$ cat src/rtl/jtdd_char_romrq_if.sv
// SDRAM read port seen by the character ROM requester.
// The requester holds a level request until the acknowledge pulse, then waits for the data pulse.
interface jtdd_char_romrq_if;
    logic [21:0] sdram_addr;
    logic        sdram_req;
    logic        sdram_ack;
    logic        sdram_rdy;
    logic [15:0] sdram_din;

    modport master (
        output sdram_addr,
        output sdram_req,
        input  sdram_ack,
        input  sdram_rdy,
        input  sdram_din
    );

    modport slave (
        input  sdram_addr,
        input  sdram_req,
        output sdram_ack,
        output sdram_rdy,
        output sdram_din
    );
endinterface

$ cat src/rtl/jtdd_char_romrq.sv
// Single-entry word cache between the character layer and the SDRAM.
// A miss fetches one 16-bit word; the byte lane is picked by addr[0].
module jtdd_char_romrq #(
    parameter logic [21:0] BASE = 22'h0
) (
    input  logic                       clk,
    input  logic                       rst_n,
    input  logic [14:0]                addr,
    input  logic                       addr_ok,
    input  logic                       flush,
    output logic [7:0]                 data,
    output logic                       data_ok,
    jtdd_char_romrq_if.master          sdram
);
    typedef enum logic [1:0] {
        IDLE      = 2'd0,
        WAIT_ACK  = 2'd1,
        WAIT_DATA = 2'd2
    } state_t;

    typedef struct packed {
        logic        valid;
        logic [13:0] tag;
        logic [15:0] word;
    } entry_t;

    state_t      state, state_n;
    entry_t      ent, ent_n;
    logic [13:0] ptag, ptag_n;
    logic        cancel, cancel_n;
    logic        req, req_n;
    logic [21:0] saddr, saddr_n;
    logic        hit;
    logic        fill;

    assign hit     = addr_ok & ent.valid & (addr[14:1] == ent.tag);
    assign data_ok = hit;
    assign data    = addr[0] ? ent.word[15:8] : ent.word[7:0];

    assign sdram.sdram_req  = req;
    assign sdram.sdram_addr = saddr;

    always_comb begin
        state_n  = state;
        ent_n    = ent;
        ptag_n   = ptag;
        cancel_n = cancel;
        req_n    = req;
        saddr_n  = saddr;
        fill     = 1'b0;
        case (state)
            IDLE: begin
                cancel_n = 1'b0;
                if (!flush && addr_ok && !hit) begin
                    ptag_n  = addr[14:1];
                    saddr_n = BASE + {8'b0, addr[14:1]};
                    req_n   = 1'b1;
                    state_n = WAIT_ACK;
                end
            end
            WAIT_ACK: begin
                if (sdram.sdram_ack) begin
                    req_n = 1'b0;
                    // Data arriving with the ack counts as the completion.
                    if (sdram.sdram_rdy) fill = 1'b1;
                    else                 state_n = WAIT_DATA;
                end
            end
            WAIT_DATA: begin
                if (sdram.sdram_rdy) fill = 1'b1;
            end
            default: begin
                state_n = IDLE;
                req_n   = 1'b0;
            end
        endcase

        if (fill) begin
            if (!cancel && !flush) begin
                ent_n.word  = sdram.sdram_din;
                ent_n.tag   = ptag;
                ent_n.valid = 1'b1;
            end
            cancel_n = 1'b0;
            state_n  = IDLE;
        end

        // A flush during a fetch marks the in-flight word as stale.
        if (flush) begin
            ent_n.valid = 1'b0;
            if (state_n != IDLE) cancel_n = 1'b1;
        end
    end

    always_ff @(posedge clk or negedge rst_n) begin
        if (!rst_n) begin
            state  <= IDLE;
            ent    <= '0;
            ptag   <= '0;
            cancel <= 1'b0;
            req    <= 1'b0;
            saddr  <= '0;
        end else begin
            state  <= state_n;
            ent    <= ent_n;
            ptag   <= ptag_n;
            cancel <= cancel_n;
            req    <= req_n;
            saddr  <= saddr_n;
        end
    end
endmodule

$ cat src/flat_wrapper.sv
// flat-port wrapper written by rule: the top's interface ports become plain ports
module jtdd_char_romrq_flat 
#(
    parameter logic [21:0] BASE = 22'h0
)
  (clk, rst_n, addr, addr_ok, flush, data, data_ok, sdram_sdram_addr, sdram_sdram_req, sdram_sdram_ack, sdram_sdram_rdy, sdram_sdram_din);
  jtdd_char_romrq_if sdram_i ();
  input  logic clk;
  input  logic rst_n;
  input  logic [14:0] addr;
  input  logic addr_ok;
  input  logic flush;
  output logic [7:0] data;
  output logic data_ok;
  output wire logic [$bits(sdram_i.sdram_addr)-1:0] sdram_sdram_addr;
  output wire logic [$bits(sdram_i.sdram_req)-1:0] sdram_sdram_req;
  input wire logic [$bits(sdram_i.sdram_ack)-1:0] sdram_sdram_ack;
  input wire logic [$bits(sdram_i.sdram_rdy)-1:0] sdram_sdram_rdy;
  input wire logic [$bits(sdram_i.sdram_din)-1:0] sdram_sdram_din;
  assign sdram_sdram_addr = sdram_i.sdram_addr;
  assign sdram_sdram_req = sdram_i.sdram_req;
  assign sdram_i.sdram_ack = sdram_sdram_ack;
  assign sdram_i.sdram_rdy = sdram_sdram_rdy;
  assign sdram_i.sdram_din = sdram_sdram_din;
  jtdd_char_romrq #(.BASE(BASE)) u_core (.clk(clk), .rst_n(rst_n), .addr(addr), .addr_ok(addr_ok), .flush(flush), .data(data), .data_ok(data_ok), .sdram(sdram_i));
endmodule
$ cat config.mk
export PLATFORM = sky130hd
export DESIGN_NAME = jtdd_char_romrq_flat
export DESIGN_NICKNAME = d
export VERILOG_FILES = /design/src/rtl/jtdd_char_romrq_if.sv /design/src/rtl/jtdd_char_romrq.sv /design/src/flat_wrapper.sv
export SDC_FILE = /design/constraint.sdc
export NUM_CORES = 1
export LEC_CHECK = 0
export BUFFER_PORTS_ARGS = -buffer_cell sky130_fd_sc_hd__buf_2
export CORE_UTILIZATION = 46
export DETAILED_ROUTE_END_ITERATION = 8
export HOLD_SLACK_MARGIN = 0.05
export PLACE_DENSITY = 0.75
export SLEW_MARGIN = 10
export SYNTH_ARGS = -nofsm -noshare
export SYNTH_HDL_FRONTEND = slang
export SYNTH_SLANG_ARGS = --single-unit
$ cat constraint.sdc
create_clock -name clk -period 1.9 [get_ports clk]
set_input_delay 0.475 -clock clk [delete_from_list [all_inputs] [get_ports clk]]
set_output_delay 0.475 -clock clk [all_outputs]
set_load 0.05 [all_outputs]
==> results of run 1 <==
==> where the power goes <==
| group | internal [mW] | total [mW] | switching [mW] |
|---|---|---|---|
| Clock | 0.266 | 0.630 | 0.364 |
| Sequential | 1.54 | 1.86 | 0.317 |
| Combinational | 1.02 | 2.59 | 1.58 |
==> synth_stat cells, types with 2 or more instances <==
| master | instances | area, um2 |
|---|---|---|
| nor3_1 | 2 | 10.01 |
| inv_1 | 5 | 18.77 |
| a21oi_1 | 5 | 25.02 |
| nor4_2 | 4 | 50.05 |
| ha_1 | 4 | 50.05 |
| dfrtp_1 | 49 | 1226 |
| a41oi_2 | 2 | 32.53 |
| buf_2 | 3 | 15.01 |
| buf_4 | 8 | 60.06 |
| mux2_1 | 4 | 45.04 |
| mux2_2 | 40 | 450.4 |
| o31a_1 | 2 | 17.52 |
| nand2_1 | 5 | 18.77 |
| xor2_1 | 14 | 122.6 |
| mux2_4 | 8 | 120.1 |
==> final timing paths <==
| check | startpoint | end | slack, ns | cells after the start |
|---|---|---|---|---|
| setup / recovery | u_core.ent[17] | data_ok | -0.27 | 4 |
| hold / removal | rst_n | u_core.ent[8] | 0.11 | 1 |
| setup reg to reg | u_core.ent[17] | u_core.ptag[4] | -0.21 | 8 |
| hold reg to reg | u_core.ent[6] | u_core.ent[6] | 0.49 | 1 |
| max in group asynchronous | rst_n | u_core.state[0] | 1.27 | 2 |
| min in group clk | sdram_sdram_din[13] | u_core.ent[13] | 0.38 | 2 |
==> sequential cells by signal, indices dropped and copies added (netlist names) <==
signal                  cells
u_core.ptag                14
u_core.ent                 31
u_core.cancel               1
u_core.state                2
u_core.sdram.sdram_req      1
==> kinds of logic after synthesis <==
kind of cell / after synthesis
other cells: 1
flops: 49
fa+ha+maj: 4
mux: 52
buf+inv: 18
compound gates: 13
simple gates: 15
xor+xnor: 14
==> final cells by class <==
| class | instances | area, um2 | share of cell area, % |
|---|---|---|---|
| Multi-Input combinational cell | 106 | 1080 | 36.25 |
| Clock inverter | 3 | 25.02 | 0.8400 |
| Timing Repair Buffer | 75 | 476.7 | 16.00 |
| Clock buffer | 5 | 68.82 | 2.310 |
| Tap cell | 67 | 83.83 | 2.814 |
| Sequential cell | 49 | 1226 | 41.16 |
| Inverter | 5 | 18.77 | 0.6300 |
==> placed cells by master, fill, tap and decap left out, types with 2 or more instances in the layout <==
| master | n |
|---|---|
| nand2_1 | 4 |
| a41oi_2 | 2 |
| ha_1 | 2 |
| buf_12 | 4 |
| buf_4 | 10 |
| a21oi_1 | 4 |
| o31a_1 | 2 |
| mux2_4 | 8 |
| mux2_2 | 40 |
| clkbuf_8 | 5 |
| inv_1 | 4 |
| conb_1 | 8 |
| buf_2 | 59 |
| nor4_2 | 3 |
| xor2_1 | 14 |
| mux2_1 | 4 |
| ha_4 | 2 |
| dfrtp_1 | 49 |
==> worst reg2reg max path, cell delays in order (launching register included) <==
cell     delay [ns]
dfrtp_1        0.40
xor2_1         0.17
nor4_2         0.38
buf_4          0.18
buf_4          0.10
a41oi_2        0.16
nand2_4        0.15
buf_12         0.13
mux2_2         0.33
==> repair_timing <==
| item | 4_1_cts | 5_1_grt |
|---|---|---|
| setup buffers | 1 | 2 |
| pin swaps | 4 | 4 |
| resized for setup | 4 | 9 |
| gates cloned | 0 | 1 |
| endpoints found under the setup margin | 14 | 47 |
| endpoints found under the hold margin | 0 | 0 |
==> through the flow <==
step / hold WS (ns) / total power [mW] / std cells
finish: 0.1137 / 5.082 / 310
global route: 0.1379 / 5.387 / 310
CTS: 0.1217 / 5.053 / 307
detailed placement: 0.4642 / 4.391 / 298
global placement: 0.4573 / 4.306 / 298
floorplan: 0.1794 / 3.763 / 173
==> per-layer routing <==
layer / GRT usage [%] / part of all wire (%) / up-vias
li1: - / - / 714
met4: 5.769 / 0.98 / 0
met2: 30.07 / 51 / 43
met3: 5.624 / 5.1 / 5
met1: 21.99 / 43 / 770
met5: 0 / 0 / -
==> flow_metrics.tcl, run 1 <==
set metrics [dict create \
    result_of_the_run "finished with violations" \
    failed_checks "setup timing" \
    endpoint_kind "primary output" \
    drt-initial-drc-count 54 \
    muxShareOfSynthArea_pct 26.17 \
    worst_setup_path_start_kind "register" \
    final.setup.tns_ns -3.210 \
    cts-root-buf "clkbuf_8" \
    post-route-drc-count 0 \
    path_buf_inv 1 \
    post_synth_fa_ha_maj_area_fraction_pct 2.128 \
    chipHeight_um 73.51 \
    syn-cell-area_um2 2352 \
    utilization_pct 61.84 \
    clkLatencyLatePin_ns 0.31 \
    power_leakage_nw 1.475 \
    report.final.hold_viol_count 0 \
    design.die.area_um2 5404 \
    drt_wl_cell_um 14.41 \
    routed_via_density 4.942 \
    synth_enable_flop_cells 0 \
    synth.distinct_cells 26 \
    grt_first_pass_wirelength_um 7134 \
    synth.yosys.seq_area_share_pct 52.13 \
    drt_pass1_iterations 4 \
    groute.usage.overall_pct 17.93 \
    final_area_um2 2979 \
    htree_levels 2 \
    compound_gate_fraction_of_synth_area_pct 4.521 \
    number_of_antenna_violations_at_the_first_check_in_global_routing 0 \
    cts_tree "built" \
    cts_made_buffers 5 \
    pre_cts_slack_ns -0.2376 \
    first_global_vias 1569 \
    synthesis.instances 166 \
    flow.area_growth_from_synthesis_pct 26.65 \
    pwr_density_cell_nw_per_um2 1706 \
    yosys.area_share.xor_xnor_pct 5.213 \
    vias 1532 \
    ys_warns 0 \
    max_freq_ghz 0.4598 \
    number_of_port_buffers 60 \
    ant_nets 0 \
    timing.critical_path.fanout_max 2 \
    postCtsHoldBufs 0 \
    setup_ws_ns -0.2748 \
    layout.filler_cells 403 \
    rsz0062_at_grt "true" \
    timing_max_transition_violations_final 0 \
    finalNetCount 283 \
    cts.reportedPaths.clkPinSlew_ns 0.10 \
    fin_worst_skew_ns 0.01092 \
    final_setup_violations 17 \
    grt_start_max_net_pins 31 \
    max_stage_delay_ns 0.40 \
    ios 69 \
    timing.setup.critical_path_class "reg2out" \
    largest_vdd_supply_drop_uv 979.8 \
    timing.final.crit_period_ns 2.175 \
    largest_family_of_logic_cells_by_synthesized_area "multiplexers" \
    critical-path-slowest-cell "dfrtp_1" \
    ys_async_sr_fraction_pct 100.0 \
    start_util_pct 48.83 \
    grt_remaining_overflow 0 \
    core_area_um2 4817 \
    maxCapViolations 0 \
    critical_path_arrival_ns 1.70 \
    worstPathRequired_ns 1.42 \
    path_delay_family "simple AND/OR/NAND/NOR gates" \
    clock_sinks 49 \
    placed_area_um2 2805 \
    drive_above_1_share_pct 59.67 \
    synth_simple_gate_area_share_pct 4.681 \
    detail_route.wirelength_um 4468 \
    floorplan.die.width_um 73.51 \
    hold_path.class "in2async" \
    post-dp-hpwl_um 3294 \
    antenna_cells_inserted 0 \
    cp_cell_sequence "xor2_1, nor4_2, and4_2, buf_8" \
    min_period_over_period_pct 114.5 \
    cts-root-to-sink-buffers 2 \
    synth_area_per_cell_um2 14.17 \
    ys.flop_type "dfrtp_1" \
    synth_seq_cells 49 \
    core.rowCount 25 \
    routabilityCongestion 0.8220 \
]
(Power assumes the default switching activity.)
==> inputs of run 2 (changes only) <==
MAX_ROUTING_LAYER = met4   (was not set)
==> flow_metrics.tcl, run 2 (synthesized netlist as in run 1, its figures left out) <==
set metrics [dict create \
    number_of_antenna_violations_at_the_first_check_in_global_routing 0 \
    core.rowCount 25 \
    post-route-drc-count 0 \
    routabilityCongestion 0.8343 \
    ios 69 \
    maxCapViolations 0 \
    most-common-layout-cells "buf_2 (59), dfrtp_1 (49), mux2_2 (40)" \
    power_leakage_nw 1.475 \
    number_of_port_buffers 60 \
    clkLatencyLatePin_ns 0.31 \
    switching_share_pct 44.45 \
    placed_area_um2 2805 \
    reg.largest.list "u_core.ent (31), u_core.ptag (14), u_core.state (2)" \
    timing.setup.critical_path_class "reg2out" \
    start_util_pct 48.83 \
    post-dp-hpwl_um 3294 \
    timing_max_transition_violations_final 0 \
    final_area_um2 2979 \
    endpoint_kind "primary output" \
    timing.critical_path.from "u_core.ent[17]" \
    seq_power_share_pct 36.6 \
    final_setup_violations 17 \
    largest_vdd_supply_drop_uv 979.3 \
    flow.area_growth_from_synthesis_pct 26.65 \
    grt_first_pass_wirelength_um 7127 \
    routed_via_density 4.929 \
    result_of_the_run "finished with violations" \
    min_period_over_period_pct 114.5 \
    internal_power_mw 2.826 \
    ant_nets 0 \
    timing.rr.start "u_core.ent[17]" \
    p_comb_share_pct 50.9 \
    numPlacedInstances 298 \
    fin_cells 310 \
    drt-initial-drc-count 58 \
    drive_above_1_share_pct 59.67 \
    worstPathRequired_ns 1.42 \
    postCtsHoldBufs 0 \
    reg2reg_depth 8 \
    htree_levels 2 \
    max_stage_delay_ns 0.40 \
    pwr_density_cell_nw_per_um2 1707 \
    cts_tree "built" \
    timing.final.crit_period_ns 2.176 \
    finalNetCount 283 \
    cts-root-buf "clkbuf_8" \
    critical_path_arrival_ns 1.70 \
    clock_power_share_pct 12.4 \
    layout.filler_cells 403 \
    design.die.area_um2 5404 \
    max_freq_ghz 0.4596 \
    largest_register_ffs 31 \
    groute.usage.overall_pct 18.47 \
    core_area_um2 4817 \
    fin_worst_skew_ns 0.01107 \
    failed_checks "setup timing" \
    largest_register "u_core.ent" \
    timing.critical_path.fanout_max 2 \
    hold_path.class "in2async" \
    layout.cells.most_common "buf_2" \
    drt_pass1_iterations 4 \
    worst_setup_path_start_kind "register" \
    vias 1528 \
    report.final.hold_viol_count 0 \
    cp_cell_sequence "xor2_1, nor4_2, and4_2, buf_8" \
    cts_made_buffers 5 \
    antenna_cells_inserted 0 \
    critical-path-slowest-cell "dfrtp_1" \
    setup_ws_ns -0.2758 \
    first_global_vias 1571 \
    grt_start_max_net_pins 31 \
    cts.reportedPaths.clkPinSlew_ns 0.10 \
    chipHeight_um 73.51 \
    grt_remaining_overflow 0 \
    floorplan.die.width_um 73.51 \
    clock_sinks 49 \
    rsz0062_at_grt "true" \
    detail_route.wirelength_um 4490 \
    drt_wl_cell_um 14.48 \
    cts-root-to-sink-buffers 2 \
    power.net_switching_mw 2.261 \
]
==> run 2: cell counts in the layout (fill, tap and decap cells not counted) <==
Identical to the previous run, type by type.
==> run 2: worst max-delay path: cells and delay by family (launching register included) <==
family / cells / cell delay (ns)
flip-flops: 1 / 0.40
XOR/XNOR: 1 / 0.17
buffers and inverters: 1 / 0.15
AND/OR/NAND/NOR: 2 / 0.68
==> run 2: layer usage <==
metal | vias up | GRT usage, % | routed length, um
met5 | - | - | 0
met4 | 0 | 5.769 | 36
met3 | 4 | 4.801 | 183
met2 | 43 | 30.17 | 2279
met1 | 768 | 22.44 | 1991
li1 | 713 | - | -
==> run 2: what timing repair did <==
action / 4_1_cts / 5_1_grt
cloned: 0 / 1
endpoints found under the setup margin: 14 / 47
buffers inserted: 1 / 2
gates resized for setup: 4 / 9
pin swaps: 4 / 4
==> run 2: path summary, 6_finish.rpt <==
path / to / slack (ns)
max: data_ok / -0.28
min: u_core.ent[8] / 0.11
max reg2reg: u_core.ptag[4] / -0.21
min reg2reg: u_core.ent[6] / 0.49
max in group asynchronous: u_core.ent[19] / 1.27
min in group clk: u_core.ent[13] / 0.38
==> run 2: power groups by stage <==
stage / combinational [mW] / clock (mW) / sequential [mW]
finish: 2.59 / 0.632 / 1.86
global route: 2.76 / 0.698 / 1.93
CTS: 2.53 / 0.660 / 1.86
detailed placement: 2.51 / 0 / 1.88
global placement: 2.46 / 0 / 1.85
floorplan: 1.39 / 0 / 2.37
==> run 2: cell type report <==
cell class	count	area [um2]	area share, %
multi-input cells	106	1080	36.25
well taps	67	83.83	2.814
repair buffers	75	476.7	16.00
flip-flops and latches	49	1226	41.16
clock buffers	5	68.82	2.310
clock inverters	3	25.02	0.8400
inverters	5	18.77	0.6300
==> run 2: through the flow <==
step / util [%] / power (mW) / worst slack (ns) / hold slack, ns / setup TNS, ns
global route: 61.84 / 5.387 / -0.3595 / 0.1379 / -5.667
global placement: 58.23 / 4.306 / -0.2182 / 0.4573 / -2.520
finish: 61.84 / 5.087 / -0.2758 / 0.1132 / -3.209
floorplan: - / 3.763 / 0.06402 / 0.1794 / 0
CTS: 60.65 / 5.053 / -0.3030 / 0.1217 / -1.802
detailed placement: 58.23 / 4.391 / -0.2376 / 0.4642 / -3.113
